==> config.mk <==
export PLATFORM = sky130hd
export DESIGN_NAME = pipelined_mem_stage_flat
export DESIGN_NICKNAME = d
export VERILOG_FILES = /design/src/rtl/pipelined_mem_stage_if.sv /design/src/rtl/pipelined_mem_stage.sv /design/src/flat_wrapper.sv
export SDC_FILE = /design/constraint.sdc
export NUM_CORES = 1
export LEC_CHECK = 0
export ABC_AREA = 1
export BUFFER_PORTS_ARGS = -buffer_cell sky130_fd_sc_hd__buf_2
export CORE_UTILIZATION = 44
export DETAILED_ROUTE_END_ITERATION = 10
export PLACE_DENSITY = 0.8
export SLEW_MARGIN = 20
export SYNTH_ARGS = -nofsm -noshare
export SYNTH_HDL_FRONTEND = slang
export SYNTH_SLANG_ARGS = --single-unit
export TNS_END_PERCENT = 10
==> constraint.sdc <==
create_clock -name Clk -period 1.4 [get_ports Clk]
set_input_delay 0.28 -clock Clk [delete_from_list [all_inputs] [get_ports Clk]]
set_output_delay 0.28 -clock Clk [all_outputs]
set_load 0.02 [all_outputs]
==> src/rtl/pipelined_mem_stage_if.sv <==
// Data-memory bus between the MEM pipeline stage (master) and data memory (slave).
// Handshake: the master raises Dmem_req with Dmem_we/addr/wdata and holds all
// four stable until the slave returns Dmem_ready=1 for one cycle; on that cycle
// the transfer completes (Dmem_rdata is valid for reads) and the master drops
// Dmem_req on the following edge.
interface pipelined_mem_stage_if;
    logic        Dmem_req;
    logic        Dmem_we;
    logic [31:0] Dmem_addr;
    logic [31:0] Dmem_wdata;
    logic [31:0] Dmem_rdata;
    logic        Dmem_ready;

    modport master (
        output Dmem_req, Dmem_we, Dmem_addr, Dmem_wdata,
        input  Dmem_rdata, Dmem_ready
    );

    modport slave (
        input  Dmem_req, Dmem_we, Dmem_addr, Dmem_wdata,
        output Dmem_rdata, Dmem_ready
    );
endinterface

==> src/rtl/pipelined_mem_stage.sv <==
// MEM stage of a 5-stage pipeline with a multi-cycle data-memory port.
// Loads/stores run IDLE -> WAIT (until Dmem_ready) -> DONE and stall the
// upstream pipeline while in flight; ALU instructions pass straight through.
// Optional macro MEM_TIMEOUT_EN: abandon a transfer after 16 WAIT cycles
// without Dmem_ready and pulse Mem_err.
// o_dbg_state exposes the FSM state (0=IDLE, 1=WAIT, 2=DONE).
module pipelined_mem_stage (
    input  logic                         Clk,
    input  logic                         Clrn,
    input  logic                         M_valid,
    input  logic                         M_Wreg,
    input  logic                         M_Reg2reg,
    input  logic                         M_Wmem,
    input  logic [31:0]                  M_Alu,
    input  logic [31:0]                  M_Store,
    input  logic [4:0]                   M_write_reg,
    output logic                         MEM_Wreg,
    output logic                         MEM_Reg2reg,
    output logic [31:0]                  MEM_Date_out,
    output logic [31:0]                  MEM_Alu,
    output logic [4:0]                   MEM_write_reg,
    output logic                         Stall,
    output logic                         Misalign,
    output logic                         Mem_err,
    pipelined_mem_stage_if.master        dmem,
    output logic [1:0]                   o_dbg_state
);

    typedef enum logic [1:0] {
        S_IDLE = 2'd0,
        S_WAIT = 2'd1,
        S_DONE = 2'd2
    } state_t;

    state_t      r_state;
    state_t      w_next;

    logic        r_req;
    logic        r_we;
    logic [31:0] r_addr;
    logic [31:0] r_wdata;
    logic [31:0] r_load_buf;
    logic        r_misalign;

    logic        w_is_mem;
    logic        w_aligned;
    logic        w_mem_op;
    logic        w_misalign;
    logic        w_tmo;       // timeout fires this cycle (WAIT only)
    logic        w_tmo_done;  // current DONE cycle ends a timed-out transfer

    assign w_is_mem   = M_valid & (M_Reg2reg | M_Wmem);
    assign w_aligned  = (M_Alu[1:0] == 2'b00);
    assign w_mem_op   = w_is_mem & w_aligned;
    // Only an instruction seen in IDLE is new; WAIT/DONE hold an aligned one.
    assign w_misalign = w_is_mem & ~w_aligned & (r_state == S_IDLE);

`ifdef MEM_TIMEOUT_EN
    logic [3:0] r_tmo_cnt;
    logic       r_mem_err;

    assign w_tmo      = (r_state == S_WAIT) & ~dmem.Dmem_ready & (r_tmo_cnt == 4'hF);
    assign w_tmo_done = r_mem_err & (r_state == S_DONE);
    assign Mem_err    = r_mem_err;

    // Count WAIT cycles; the error flag is high for exactly the DONE cycle after a timeout.
    always_ff @(posedge Clk or negedge Clrn) begin
        if (!Clrn) begin
            r_tmo_cnt <= 4'd0;
            r_mem_err <= 1'b0;
        end else begin
            r_mem_err <= w_tmo;
            if (r_state == S_IDLE && w_mem_op)
                r_tmo_cnt <= 4'd0;
            else if (r_state == S_WAIT)
                r_tmo_cnt <= r_tmo_cnt + 4'd1;
        end
    end
`else
    assign w_tmo      = 1'b0;
    assign w_tmo_done = 1'b0;
    assign Mem_err    = 1'b0;
`endif

    // State register.
    always_ff @(posedge Clk or negedge Clrn) begin
        if (!Clrn)
            r_state <= S_IDLE;
        else
            r_state <= w_next;
    end

    // Next-state logic; Dmem_ready only matters in WAIT.
    always_comb begin
        w_next = r_state;
        case (r_state)
            S_IDLE:  if (w_mem_op) w_next = S_WAIT;
            S_WAIT:  if (dmem.Dmem_ready || w_tmo) w_next = S_DONE;
            S_DONE:  w_next = S_IDLE;
            default: w_next = S_IDLE;
        endcase
    end

    // Stage outputs: bubble while stalled, pass-through otherwise.
    always_comb begin
        Stall         = Clrn & (((r_state == S_IDLE) & w_mem_op) | (r_state == S_WAIT));
        MEM_Wreg      = M_Wreg & ~Stall & ~w_misalign & ~w_tmo_done;
        MEM_Reg2reg   = M_Reg2reg & ~Stall;
        MEM_Alu       = M_Alu;
        MEM_write_reg = M_write_reg;
        MEM_Date_out  = 32'd0;
        if (r_state == S_DONE && !r_we)
            MEM_Date_out = r_load_buf;
    end

    // Memory request registers, load buffer and misalign pulse.
    always_ff @(posedge Clk or negedge Clrn) begin
        if (!Clrn) begin
            r_req      <= 1'b0;
            r_we       <= 1'b0;
            r_addr     <= 32'd0;
            r_wdata    <= 32'd0;
            r_load_buf <= 32'd0;
            r_misalign <= 1'b0;
        end else begin
            r_misalign <= w_misalign;
            case (r_state)
                S_IDLE: begin
                    if (w_mem_op) begin
                        r_req   <= 1'b1;
                        r_we    <= M_Wmem;
                        r_addr  <= M_Alu;
                        r_wdata <= M_Store;
                    end
                end
                S_WAIT: begin
                    if (dmem.Dmem_ready) begin
                        r_req <= 1'b0;
                        if (!r_we)
                            r_load_buf <= dmem.Dmem_rdata;
                    end else if (w_tmo) begin
                        r_req      <= 1'b0;
                        r_load_buf <= 32'd0;
                    end
                end
                default: ;
            endcase
        end
    end

    assign dmem.Dmem_req   = r_req;
    assign dmem.Dmem_we    = r_we;
    assign dmem.Dmem_addr  = r_addr;
    assign dmem.Dmem_wdata = r_wdata;
    assign Misalign        = r_misalign;
    assign o_dbg_state     = r_state;

endmodule
==> src/flat_wrapper.sv <==
// flat-port wrapper written by rule: the top's interface ports become plain ports
module pipelined_mem_stage_flat 
  (Clk, Clrn, M_valid, M_Wreg, M_Reg2reg, M_Wmem, M_Alu, M_Store, M_write_reg, MEM_Wreg, MEM_Reg2reg, MEM_Date_out, MEM_Alu, MEM_write_reg, Stall, Misalign, Mem_err, o_dbg_state, dmem_Dmem_req, dmem_Dmem_we, dmem_Dmem_addr, dmem_Dmem_wdata, dmem_Dmem_rdata, dmem_Dmem_ready);
  pipelined_mem_stage_if dmem_i ();
  input  logic Clk;
  input  logic Clrn;
  input  logic M_valid;
  input  logic M_Wreg;
  input  logic M_Reg2reg;
  input  logic M_Wmem;
  input  logic [31:0] M_Alu;
  input  logic [31:0] M_Store;
  input  logic [4:0] M_write_reg;
  output logic MEM_Wreg;
  output logic MEM_Reg2reg;
  output logic [31:0] MEM_Date_out;
  output logic [31:0] MEM_Alu;
  output logic [4:0] MEM_write_reg;
  output logic Stall;
  output logic Misalign;
  output logic Mem_err;
  output logic [1:0] o_dbg_state;
  output wire logic [$bits(dmem_i.Dmem_req)-1:0] dmem_Dmem_req;
  output wire logic [$bits(dmem_i.Dmem_we)-1:0] dmem_Dmem_we;
  output wire logic [$bits(dmem_i.Dmem_addr)-1:0] dmem_Dmem_addr;
  output wire logic [$bits(dmem_i.Dmem_wdata)-1:0] dmem_Dmem_wdata;
  input wire logic [$bits(dmem_i.Dmem_rdata)-1:0] dmem_Dmem_rdata;
  input wire logic [$bits(dmem_i.Dmem_ready)-1:0] dmem_Dmem_ready;
  assign dmem_Dmem_req = dmem_i.Dmem_req;
  assign dmem_Dmem_we = dmem_i.Dmem_we;
  assign dmem_Dmem_addr = dmem_i.Dmem_addr;
  assign dmem_Dmem_wdata = dmem_i.Dmem_wdata;
  assign dmem_i.Dmem_rdata = dmem_Dmem_rdata;
  assign dmem_i.Dmem_ready = dmem_Dmem_ready;
  pipelined_mem_stage u_core (.Clk(Clk), .Clrn(Clrn), .M_valid(M_valid), .M_Wreg(M_Wreg), .M_Reg2reg(M_Reg2reg), .M_Wmem(M_Wmem), .M_Alu(M_Alu), .M_Store(M_Store), .M_write_reg(M_write_reg), .MEM_Wreg(MEM_Wreg), .MEM_Reg2reg(MEM_Reg2reg), .MEM_Date_out(MEM_Date_out), .MEM_Alu(MEM_Alu), .MEM_write_reg(MEM_write_reg), .Stall(Stall), .Misalign(Misalign), .Mem_err(Mem_err), .dmem(dmem_i), .o_dbg_state(o_dbg_state));
endmodule
==> impl_metrics.csv <==
group,metric,value,unit
route,drt-pass1-iter-count,4,
power_and_ir_drop,static_power_due_to_leakage,0.00361,uW
logic_synthesis,syn_area_per_cell,8.42,um^2
sta,hold_vio_cnt_final,0,
sta,timing.slew.headroom,56.7,%
clock_tree,cts_num_sinks,101,
floorplanning,top_level_pins,250,
logic_synthesis,synthesis.instances,513,
power_and_ir_drop,power_density,1430,nW/um^2
floorplanning,initial_core_utilization,46.1,%
clock_tree,cts_root_buffer,"clkbuf_8",
place,gp_congestion,0.773,
clock_tree,clockBufferDepth,2,
layout,fraction_of_layout_cells_with_a_size_suffix_above_1,46.4,%
clock_tree,cts_tree,"yes",
critical_path,worst_setup_path_start_kind,"flip-flop",
floorplanning,die_w,101,um
sta,whs,0.110,ns
logic_synthesis,postSynthNetCount,621,
power_and_ir_drop,net_switching_power,3340,uW
power_and_ir_drop,fin_total_pwr,8850,uW
layout,finalNetCount,834,
logic_synthesis,yosysSeqAreaShare,58.5,%
hold_path,depth_of_the_worst_hold_timing_path,3,
sta,fin_skew,0.0106,ns
route,finalWirelength,11.9,mm
critical_path,critical_path_peak_fanout,8,
sta,setup_viol,52,
run,drv.max_cap_violation_count,0,
critical_path,critical_path.reg2reg.endpoint,"u_core.dmem.Dmem_wdata[18]",
critical_path,crit_required,1.12,ns
route,routed_via_density,4.61,
layout,synthToLayoutAreaGrowth,43.8,%
sta,rsz0062_at_grt,"yes",
grt,first_pass_grt_wire_length,16.8,mm
floorplanning,floorplan.die.height,101,um
floorplanning,core_area,9370,um^2
hold_path,hold-path-endpoint,"u_core.dmem.Dmem_wdata[15]",
grt,grt_pass1_vias,3663,
grt,grt_overflow_total,0,
logic_synthesis,syn-cell-area,4320,um^2
floorplanning,die_area,10200,um^2
power_and_ir_drop,share_seq_of_total_power,46.4,%
clock_tree,maximum_level_of_the_cts_h_tree,3,
route,via_count,3963,
route,drc,0,
place,port_buffers,238,
clock_tree,cts.reportedPaths.clkPinSlew,0.10,ns
run_status,outcome,"complete, but fails checks",
place,place_hpwl,8.17,mm
critical_path,worstSetupPathType,"flip-flop to output port",
power_and_ir_drop,max-vdd-ir-drop,0.783,mV
hold_path,timing.hold.worst.start,"M_Store[15]",
sta,min_period,1.84,ns
run_status,violations_in_the_final_reports,"negative setup slack",
route,drt-wirelength-per-cell,13.8,um
power_and_ir_drop,power.switching_fraction,37.7,%
logic_synthesis,ys_types,16,
floorplanning,std_cell_rows,35,
power_and_ir_drop,pwr-share-comb,33.6,%
logic_synthesis,synthesis.yosys.warnings,0,
critical_path,crit_path_end_kind,"output port",
grt,grt_antenna_before_repair,0,
power_and_ir_drop,power_frac_clock,20.0,%
logic_synthesis,synth_seq_cells,101,
critical_path,r2r_start,"u_core.o_dbg_state[1]",
critical_path,worstRegToRegCells,9,
sta,max_clock_freq,544,MHz
grt,grt_usage,21.1,%
critical_path,arrival,1.56,ns
clock_tree,worst_skew_pair.late_latency,0.35,ns
hold_path,hold_path_class,"input port to flip-flop",
sta,drv_slew,0,
layout,n_antenna_cell,0,
critical_path,critical_path.startpoint,"u_core.o_dbg_state[0]",
route,route.antenna.remaining_nets,0,
route,drt_iter0_drc,101,
critical_path,rrSetupSlack,-0.03,ns
sta,tightest_slew,0.649,ns
power_and_ir_drop,cellInternalPower,5520,uW
sta,post-route-period-util,131,%
layout,filler_cells_inserted,729,
clock_tree,cts_inserted_buffers,9,
sta,setup_ws,-0.439,ns
grt,largest_net_degree_at_the_start_of_global_routing,53,
==> synth_stat cells <==
library cell	n	share of area, %
nand2_1	193	17
dfrtp_1	101	59
nor2_1	69	6.0
buf_4	43	7.5
inv_1	42	3.7
a21oi_1	34	3.9
buf_2	12	1.4
clkbuf_1	5	0.43
inv_2	3	0.26
o21ai_0	3	0.35
nand2_2	2	0.29
nand3_1	2	0.23
a21boi_0	1	0.17
buf_6	1	0.26
conb_1	1	0.087
nor2_2	1	0.14
==> how the worst max path moves through the flow <==
| stage | to | slack [ns] |
|---|---|---|
| 2_1_floorplan | MEM_Date_out[0] | -0.05 |
| 3_3_place_gp | u_core.dmem.Dmem_wdata[5] | -0.08 |
| 3_5_place_dp | u_core.dmem.Dmem_wdata[18] | -0.14 |
| 4_1_cts | MEM_Date_out[11] | -0.40 |
| 5_1_grt | MEM_Date_out[0] | -0.50 |
| 6_report | MEM_Date_out[0] | -0.44 |
==> flip-flops by register name, summed over array words and instances, names as in the netlist <==
name                    cells
u_core.Misalign             1
u_core.dmem.Dmem_addr      32
u_core.dmem.Dmem_req        1
u_core.dmem.Dmem_wdata     32
u_core.dmem.Dmem_we         1
u_core.o_dbg_state          2
u_core.r_load_buf          32
==> metrics by stage <==
step                setup slack, ns  util (%)  setup TNS, ns  area, um^2  cells
global route                 -0.502      66.2         -20.86        6210    860
floorplan                   -0.0451         -          -1.49        4430    513
CTS                          -0.405      63.7         -12.41        5970    857
finish                       -0.439      66.2         -13.51        6210    860
detailed placement           -0.137      59.7          -3.83        5590    839
global placement            -0.0830      59.7          -2.70        5590    839
==> cell usage in the layout (no fill, tap or decap) <==
cell / n
a21oi_1: 32
buf_6: 29
nand2_1: 188
clkinvlp_4: 1
nor2_4: 13
nand2_4: 4
inv_2: 3
nand3_4: 1
dfrtp_2: 2
nand3_1: 1
clkbuf_8: 10
clkbuf_16: 2
dlygate4sd3_1: 1
a21boi_4: 1
buf_2: 202
inv_8: 2
nor2_2: 32
nand2_2: 3
clkinv_4: 3
o21ai_0: 3
a21oi_4: 2
conb_1: 1
buf_4: 23
nor2_1: 25
dfrtp_1: 99
inv_1: 42
buf_12: 6
==> final cells by class <==
| type | instances | area, um^2 | area share (%) |
|---|---|---|---|
| clock inverters | 6 | 56.3 | 0.907 |
| multi-input cells | 306 | 1460 | 23.6 |
| repair buffers | 263 | 1690 | 27.2 |
| flip-flops and latches | 101 | 2530 | 40.8 |
| clock buffers | 10 | 138 | 2.22 |
| well taps | 129 | 161 | 2.60 |
| inverters | 45 | 169 | 2.72 |
==> worst max-delay path: stages (launching register included) <==
cell	delay (ns)
dfrtp_2	0.42
inv_2	0.07
buf_4	0.12
nand3_4	0.12
buf_6	0.19
nor2_2	0.12
buf_4	0.16
==> kinds of logic after synthesis <==
logic type	synth area share, %
buffers and inverters	13.5
and+or+nand+nor	23.4
AOI/OAI and AO/OA	4.46
DFF	58.5
other	0.0868
==> power by group through the flow <==
stage               sequential [uW]  clock (uW)  combinational (uW)
detailed placement             4150           0                2770
floorplan                      4680           0                1210
global placement               4130           0                2650
finish                         4110        1770                2970
CTS                            4100        1830                2820
global route                   4210        1960                3250
==> layer usage <==
metal / global-route usage, % / vias to the layer above / part of all wire (%)
met1: 24.4 / 1857 / 39
met3: 6.80 / 22 / 7.6
met5: 0 / - / 0
met2: 37.8 / 172 / 51
met4: 5.24 / 0 / 1.7
li1: - / 1912 / -
==> what timing repair did <==
item                                   in CTS  in global routing
endpoints found under the hold margin       1                  0
buffers inserted                            1                  0
gates resized for setup                    55                 46
setup endpoints to repair                  93                126
pin swaps                                   3                  2
hold buffers                                1                  0
gates cloned                                0                  3
Power figures use the tool's default switching activity.
